**src/rtl/sdram_init_sequencer.sv**
```systemverilog
// SDRAM initialisation sequencer: power-up wait, PRECHARGE ALL,
// N x AUTO REFRESH, LOAD MODE, plus run-time re-init via bus req/gnt.
module sdram_init_sequencer #(
    parameter int unsigned POWER_UP_CYCLES = 20000,
    parameter int unsigned TRP_CYCLES      = 2,
    parameter int unsigned TRFC_CYCLES     = 7,
    parameter int unsigned TMRD_CYCLES     = 2,
    parameter int unsigned NUM_REFRESH     = 8,
    parameter int unsigned ADDR_W          = 13,
    parameter logic [ADDR_W-1:0] MODE_REG  = 13'h033,
    parameter int unsigned BA_W            = 2,
    parameter int unsigned NUM_CS          = 1
) (
    input  logic              HCLK,
    input  logic              HRESETn,
    input  logic              reinit_i,
    input  logic [ADDR_W-1:0] mode_reg_i,
    input  logic              bus_gnt_i,
    output logic              bus_req_o,
    output logic              cke_o,
    output logic [NUM_CS-1:0] cs_n_o,
    output logic              ras_n_o,
    output logic              cas_n_o,
    output logic              we_n_o,
    output logic [ADDR_W-1:0] addr_o,
    output logic [BA_W-1:0]   ba_o,
    output logic              init_busy_o,
    output logic              init_done_o
);

    localparam int unsigned RC_W = $clog2(NUM_REFRESH + 1);

    localparam logic [2:0] CMD_NOP = 3'b111;
    localparam logic [2:0] CMD_PRE = 3'b010;
    localparam logic [2:0] CMD_REF = 3'b001;
    localparam logic [2:0] CMD_MRS = 3'b000;

    localparam logic [31:0] T_PWR = 32'(POWER_UP_CYCLES - 1);
    localparam logic [31:0] T_RP  = 32'(TRP_CYCLES - 1);
    localparam logic [31:0] T_RFC = 32'(TRFC_CYCLES - 1);
    localparam logic [31:0] T_MRD = 32'(TMRD_CYCLES - 1);

    localparam logic [RC_W-1:0]   RC_INIT = RC_W'(NUM_REFRESH);
    localparam logic [RC_W-1:0]   RC_LAST = RC_W'(1);
    localparam logic [ADDR_W-1:0] A10     = ADDR_W'(1024);

    typedef enum logic [2:0] {
        S_PWR_WAIT,
        S_PRE,
        S_REF,
        S_MRS,
        S_MRD,
        S_DONE,
        S_REQ
    } state_t;

    state_t            state_q;
    logic [31:0]       timer_q;
    logic [RC_W-1:0]   ref_cnt_q;
    logic [ADDR_W-1:0] mode_q;

    logic              cke_q;
    logic [NUM_CS-1:0] cs_n_q;
    logic [2:0]        cmd_q;
    logic [ADDR_W-1:0] addr_q;
    logic [BA_W-1:0]   ba_q;
    logic              req_q;
    logic              busy_q;
    logic              done_q;

    // Sequencer FSM; each state times its gap then issues one command.
    always_ff @(posedge HCLK or negedge HRESETn) begin
        if (!HRESETn) begin
            state_q   <= S_PWR_WAIT;
            timer_q   <= T_PWR;
            ref_cnt_q <= '0;
            mode_q    <= MODE_REG;
            cke_q     <= 1'b0;
            cs_n_q    <= '1;
            cmd_q     <= CMD_NOP;
            addr_q    <= '0;
            ba_q      <= '0;
            req_q     <= 1'b1;
            busy_q    <= 1'b1;
            done_q    <= 1'b0;
        end else begin
            cke_q  <= 1'b1;
            cs_n_q <= '0;
            cmd_q  <= CMD_NOP;
            addr_q <= '0;
            ba_q   <= '0;
            unique case (state_q)
                S_PWR_WAIT: begin
                    if (timer_q == 32'd0) begin
                        state_q <= S_PRE;
                    end else begin
                        timer_q <= timer_q - 32'd1;
                    end
                end
                S_PRE: begin
                    cmd_q     <= CMD_PRE;
                    addr_q    <= A10;
                    timer_q   <= T_RP;
                    ref_cnt_q <= RC_INIT;
                    state_q   <= S_REF;
                end
                S_REF: begin
                    if (timer_q == 32'd0) begin
                        cmd_q     <= CMD_REF;
                        timer_q   <= T_RFC;
                        ref_cnt_q <= ref_cnt_q - RC_LAST;
                        if (ref_cnt_q == RC_LAST) begin
                            state_q <= S_MRS;
                        end
                    end else begin
                        timer_q <= timer_q - 32'd1;
                    end
                end
                S_MRS: begin
                    if (timer_q == 32'd0) begin
                        cmd_q   <= CMD_MRS;
                        addr_q  <= mode_q;
                        timer_q <= T_MRD;
                        state_q <= S_MRD;
                    end else begin
                        timer_q <= timer_q - 32'd1;
                    end
                end
                S_MRD: begin
                    if (timer_q == 32'd0) begin
                        state_q <= S_DONE;
                        cs_n_q  <= '1;
                        req_q   <= 1'b0;
                        busy_q  <= 1'b0;
                        done_q  <= 1'b1;
                    end else begin
                        timer_q <= timer_q - 32'd1;
                    end
                end
                S_DONE: begin
                    cs_n_q <= '1;
                    if (reinit_i) begin
                        mode_q  <= mode_reg_i;
                        state_q <= S_REQ;
                        req_q   <= 1'b1;
                        busy_q  <= 1'b1;
                        done_q  <= 1'b0;
                    end
                end
                S_REQ: begin
                    cs_n_q <= '1;
                    if (bus_gnt_i) begin
                        state_q <= S_PRE;
                    end
                end
                default: begin
                    state_q <= S_PWR_WAIT;
                end
            endcase
        end
    end

    assign bus_req_o   = req_q;
    assign cke_o       = cke_q;
    assign cs_n_o      = cs_n_q;
    assign ras_n_o     = cmd_q[2];
    assign cas_n_o     = cmd_q[1];
    assign we_n_o      = cmd_q[0];
    assign addr_o      = addr_q;
    assign ba_o        = ba_q;
    assign init_busy_o = busy_q;
    assign init_done_o = done_q;

endmodule

```
**config.mk**
```make
export PLATFORM = sky130hd
export DESIGN_NAME = sdram_init_sequencer
export DESIGN_NICKNAME = d
export VERILOG_FILES = /design/src/rtl/sdram_init_sequencer.sv
export SDC_FILE = /design/constraint.sdc
export NUM_CORES = 1
export LEC_CHECK = 0
export ABC_AREA = 1
export CORE_MARGIN = 1
export CORE_UTILIZATION = 61
export DETAILED_ROUTE_END_ITERATION = 12
export MAX_ROUTING_LAYER = met4
export PLACE_DENSITY_LB_ADDON = 0.08
export SYNTH_ARGS = -nofsm -noshare
export SYNTH_HDL_FRONTEND = slang
export SYNTH_SLANG_ARGS = --single-unit
```
**constraint.sdc**
```tcl
create_clock -name HCLK -period 5.4 [get_ports HCLK]
set_input_delay 0.81 -clock HCLK [delete_from_list [all_inputs] [get_ports HCLK]]
set_output_delay 0.81 -clock HCLK [all_outputs]
set_load 0.01 [all_outputs]
```
==> results.yml, run 1 <==
hold_path:
  hold_depth: 2
  worstHoldStart: "mode_q[12]"
  whs_endpoint: "addr_o[12]"
  hold_class: "flip-flop to flip-flop"
setup_path:
  cpLargestDelayFamily: "simple AND/OR/NAND/NOR gates"
  crit_fanout: 20
  arrival_ps: 2590
  cp.required_ps: 5710
  critPathSlowestCell: "dfstp_2"
  worstSetupPathType: "flip-flop to flip-flop"
  crit_chain: "inv_1 -> ha_1 -> nand2_2 -> nor2_8 -> nand2_4 -> o21ai_1 -> nand2_1 -> o21ai_0 -> nand2_1 -> inv_1"
  reg2reg_depth: 10
  max_stage_delay_ps: 550
  reg2reg_from: "timer_q[0]"
  r2r_end: "timer_q[10]"
  critical_path_buf_inv_count: 2
  endpoint_kind: "flip-flop"
  r2r_slack_ps: 3120
  startpoint_type: "flip-flop"
global_routing:
  grt_start_max_net_pins: 73
  grt_first_pass_wirelength_um: 13600
  overflow: 0
  antenna_found_initial: 0
  first_global_vias: 3108
  track_usage: 0.285
synth:
  yosys-top-cells-area: "dfrtp_1, dfstp_2, nand2_1"
  synth_edf_count: 0
  yosysTopAreaCell: "dfrtp_1"
  synthCells: 481
  synthArstFlopShare: 1.00
  synth_top_area_share: 0.357
  yosys-top-cells-count: "nand2_1, nor2_1, inv_1"
  syn_avg_cell_area_um2: 7.87
  synth_most_common_cell: "nand2_1"
  yosys_most_used_dff: "dfrtp_1"
  yosys_warnings: 0
  synth_seq_cells: 72
  synth_cell_type_count: 39
  syn-cell-area_um2: 3780
  ys_seq_area_frac: 0.482
timing:
  worst_pin_slew_ps: 899
  setup_tns_ps: 0
  finalCritPeriodShare: 0.422
  slew_viol_final: 0
  setup_viol: 0
  period_minus_slack_ps: 2280
  rsz0062_at_grt: "no"
  setup_slack_ps: 3120
  finalHoldViolCount: 0
  holdWs_ps: 495
  slew_headroom: 0.401
  fmax_mhz: 439
  skew_ps: 8.26
cts:
  cts-root-buf: "clkbuf_8"
  clkLatencyLatePin_ps: 360
  numCtsBuffers: 9
  cts_setup_buffers: 0
  cts_hold_buffers: 0
  h-tree-depth: 3
  clk_pin_slew_ps: 90
  cts_max_path_buffers: 2
  cts_resized: 0
  clock-sinks: 72
  cts_tree: "done"
drt:
  routed_via_density: 5.35
  drt-initial-drc-count: 206
  drt-total-wl_um: 8100
  ant_nets: 0
  wl_per_cell_um: 13.5
  first_pass_iters: 5
  vias: 3204
  post-route-drc-count: 0
placement:
  dp_worst_setup_slack_ps: 3090
  port_buffers: 37
  gp_congestion: 0.941
  dp_cells: 583
  dp_hpwl_um: 5530
final_layout:
  area_growth_syn_to_layout_pct: 15.5
  nets: 539
  antenna_cells: 0
  stdcell_count: 599
  drive_above_1_share: 0.130
pwr:
  ir_drop_mv: 0.440
  leakagePower_nw: 2.17
  power_density_nw_per_um2: 650
die:
  die_x_um: 80.8
  rows: 28
  core_um2: 5960
  ioPinCount: 40
  die-area_um2: 6520
  die_h_um: 80.8
  initial_core_util: 0.635
flow_run:
  maxCapViolations: 0
run_status:
  status: "finished, final reports clean"
sequential cells by signal (all words and copies together), names as in the netlist, 3 cells and up:
register and cells:
cmd_q 3, addr_o 13, state_q 3, mode_q 13, timer_q 32, ref_cnt_q 4
worst min-delay path, stage by stage, from the launching register on:
cell,delay (ps)
dfrtp_1,330
inv_1,50
nor2_1,90
layer usage:
metal	GRT usage	part of all wire	wire length, µm	vias to the layer above
met1	0.350	0.45	3650	1532
li1	-	-	-	1580
met3	0.0573	0.044	358	12
met5	-	0	0	-
met4	0.123	0.019	157	0
met2	0.458	0.49	3930	80
stage by stage:
| step | instance area (µm²) | total power [W] | utilization |
|---|---|---|---|
| 2_1_floorplan | 3790 | 0.00206 | - |
| 3_3_place_gp | 4170 | 0.00234 | 0.700 |
| 3_5_place_dp | 4170 | 0.00238 | 0.700 |
| 4_1_cts | 4370 | 0.00285 | 0.734 |
| 5_1_grt | 4370 | 0.00308 | 0.734 |
| 6_report | 4370 | 0.00284 | 0.734 |
worst max-delay path by stage:
stage | startpoint | endpoint | cells after the start
after floorplan | timer_q[0] | timer_q[3] | 12
after global placement | reinit_i | mode_q[5] | 4
after detailed placement | reinit_i | mode_q[1] | 4
after CTS | init_busy_o | bus_req_o | 1
after global routing | timer_q[0] | timer_q[20] | 11
final | timer_q[0] | timer_q[10] | 10
placed cells by master (no fill, tap or decap), types with 3 or more instances in the layout:
cell type and count:
nand4_1 9, nand3_1 27, nor2_1 77, clkdlybuf4s50_1 36
xor2_1 4, ha_1 3, a21oi_1 18, nand2_2 4
dfstp_2 18, inv_1 69, o21ai_0 29, nor3_1 9
dfrtp_1 54, o21ai_1 6, nor2_2 10, nand2_1 102
nand2_4 4, conb_1 3, clkbuf_8 9
cell type report:
cell class                 count  area (µm²)
clock buffer                   9         124
clock inverter                 7        80.1
fill                         465        1580
inverter                      73         277
multi-input combinational    325        1600
sequential                    72        1820
tap                           75        93.8
timing repair buffer          38         373
where the power goes:
part	switching, W	total (W)	internal (W)
sequential	0.000141	0.000908	0.000767
clock	0.000234	0.000453	0.000219
combinational	0.00100	0.00148	0.000483
cell families (layout without fill, tap and decap cells):
kind of cell               after synthesis  count (layout)  synth area share
AOI/OAI and AO/OA                       60              60            0.0876
and+or+nand+nor                        254             254             0.311
buffers and inverters                   85             127            0.0959
xor gates and xnor gates                 5               5            0.0116
DFF                                     72              72             0.482
adders and majority gates                3               3           0.00992
other                                    2               3           0.00198
Power figures use the tool's default switching activity.
==> run 2, diff against run 1 <==
--- a/config.mk
+++ b/config.mk
@@ -7,7 +7,7 @@
 export LEC_CHECK = 0
 export ABC_AREA = 1
 export CORE_MARGIN = 1
-export CORE_UTILIZATION = 61
+export CORE_UTILIZATION = 57
 export DETAILED_ROUTE_END_ITERATION = 12
 export MAX_ROUTING_LAYER = met4
 export PLACE_DENSITY_LB_ADDON = 0.08
==> constraint.sdc (replaced) <==
create_clock -name HCLK -period 2.2 [get_ports HCLK]
set_input_delay 0.33 -clock HCLK [delete_from_list [all_inputs] [get_ports HCLK]]
set_output_delay 0.33 -clock HCLK [all_outputs]
set_load 0.01 [all_outputs]
==> run 2 against run 1 <==
The run now ends with negative hold slack left. Hold slack got worse by 500 ps. Non-clock buffer count up 7. Critical path depth is 1 higher. First-iteration DRC count fell by 33%. Combinational power grew to 2.6 times the previous value. Setup slack got worse by 2900 ps. Global-route usage down 2.9 points. Sequential power rose by 150%. Via count decreased by 1.5%. Die area rose by 6.8%. Cell count is 1.5% higher. Critical path type unchanged. Largest cell class unchanged.
==> results.yml, run 2 (synthesis gave the netlist of run 1 again) <==
run_status:
  status: "complete, but fails checks"
  violations: "negative hold slack"
pwr:
  leakagePower_nw: 2.19
  p_comb_frac: 0.541
  p_int_w: 0.00359
  power_density_nw_per_um2: 1580
  power.switching_w: 0.00342
  netSwitchingFraction: 0.488
  clockPowerShare: 0.140
  ir_drop_mv: 0.847
  pwr-share-seq: 0.319
die:
  initial_core_util: 0.592
  die_h_um: 83.5
  die_x_um: 83.5
  core_um2: 6390
  die-area_um2: 6970
  ioPinCount: 40
  rows: 29
timing:
  finalHoldViolCount: 3
  fmax_mhz: 514
  slew_viol_final: 0
  setup_slack_ps: 253
  rsz0062_at_grt: "no"
  finalCritPeriodShare: 0.885
  setup_tns_ps: 0
  skew_ps: 17.4
  period_minus_slack_ps: 1950
  holdWs_ps: -5.86
  setup_viol: 0
setup_path:
  max_stage_delay_ps: 380
  reg2reg_depth: 11
  r2r_slack_ps: 250
  worstSetupPathType: "flip-flop to flip-flop"
  arrival_ps: 2170
  endpoint_kind: "flip-flop"
  startpoint_type: "flip-flop"
  crit_path_end: "timer_q[15]"
  crit_fanout: 10
  crit_start: "timer_q[0]"
  critPathSlowestCell: "dfstp_2"
  reg2reg_from: "timer_q[0]"
  crit_chain: "inv_1 -> ha_1 -> nand2_2 -> nor2_8 -> nand2_4 -> o21ai_4 -> nand2_4 -> nor2_8 -> inv_4 -> o21ai_2 -> nor2_1"
  cp.required_ps: 2430
  r2r_end: "timer_q[15]"
final_layout:
  nets: 546
  utilization: 0.692
  largest-register: "timer_q"
  fillerInstances: 548
  stdcell_count: 608
  largest_reg_flops: 32
  area_growth_syn_to_layout_pct: 16.8
  antenna_cells: 0
  layout_commonest_cell: "nand2_1"
  drive_above_1_share: 0.141
  mostFrequentLayoutCells: "nand2_1, nor2_1, inv_1, dfrtp_1, clkdlybuf4s50_1"
placement:
  dp_hpwl_um: 5680
  dp_worst_setup_slack_ps: 252
  port_buffers: 37
  gp_congestion: 0.868
  dp_cells: 592
hold_path:
  hold_class: "primary input to async pin"
drt:
  drt-total-wl_um: 7940
  first_pass_iters: 4
  post-route-drc-count: 0
  wl_per_cell_um: 13.1
  routed_via_density: 5.19
  vias: 3156
  drt-initial-drc-count: 138
  ant_nets: 0
global_routing:
  first_global_vias: 3043
  grt_start_max_net_pins: 73
  grt_first_pass_wirelength_um: 13700
  overflow: 0
  antenna_found_initial: 0
  track_usage: 0.256
cts:
  cts_resized: 0
  clock-sinks: 72
  cts-root-buf: "clkbuf_8"
  cts_tree: "done"
  clk_pin_slew_ps: 80
  cts_setup_buffers: 0
  numCtsBuffers: 9
  cts_hold_buffers: 0
  h-tree-depth: 3
  clkLatencyLatePin_ps: 350
  cts_max_path_buffers: 2
flow_run:
  maxCapViolations: 0
[run 2: changes by cell type in the layout (fill, tap and decap cells not counted), sizes merged]
cell,before,now
bufinv,1,0
clkinv,4,1
clkinvlp,1,3
inv,74,76
buf,2,9
[run 2: how the worst min path moves through the flow]
stage / slack [ps] / depth (start not counted) / to / startpoint
6_report: -6 / 2 / timer_q[28] / HRESETn
5_1_grt: 20 / 2 / timer_q[13] / HRESETn
4_1_cts: 2 / 2 / timer_q[28] / HRESETn
3_5_place_dp: 380 / 2 / timer_q[28] / HRESETn
3_3_place_gp: 380 / 2 / timer_q[25] / HRESETn
2_1_floorplan: 30 / 0 / addr_o[0] / HRESETn
[run 2: worst max-delay path, delay by kind of cell (launching register included)]
kind,cells,cell delay [ps]
AO/OA/AOI/OAI,2,250
adder cells (fa/ha/maj),1,190
buffers and inverters,2,160
flip-flops,1,380
AND/OR/NAND/NOR,6,840
[run 2: stage by stage]
| step | area [µm²] | power [W] |
|---|---|---|
| 2_1_floorplan | 3790 | 0.00506 |
| 3_3_place_gp | 4240 | 0.00593 |
| 3_5_place_dp | 4240 | 0.00598 |
| 4_1_cts | 4420 | 0.00701 |
| 5_1_grt | 4420 | 0.00758 |
| 6_report | 4420 | 0.00700 |
[run 2: per-layer routing]
metal	vias up	GRT usage	wire length (µm)
met4	0	0.0971	104
met1	1456	0.335	3720
li1	1590	-	-
met3	14	0.0603	430
met5	-	-	0
met2	96	0.391	3680
[run 2: power by group through the flow]
stage / Combinational, W / Clock, W / Sequential (W)
3_5_place_dp: 0.00373 / 0 / 0.00225
6_report: 0.00378 / 0.000983 / 0.00223
5_1_grt: 0.00423 / 0.00106 / 0.00229
3_3_place_gp: 0.00369 / 0 / 0.00223
2_1_floorplan: 0.00290 / 0 / 0.00216
4_1_cts: 0.00377 / 0.00101 / 0.00223
[run 2: final cells by class]
type	count	area (µm²)	area share
Clock inverter	7	60.1	0.0136
Timing Repair Buffer	45	438	0.0991
Tap cell	77	96.3	0.0218
Multi-Input combinational cell	325	1600	0.362
Clock buffer	9	124	0.0280
Inverter	73	277	0.0626
Sequential cell	72	1820	0.413
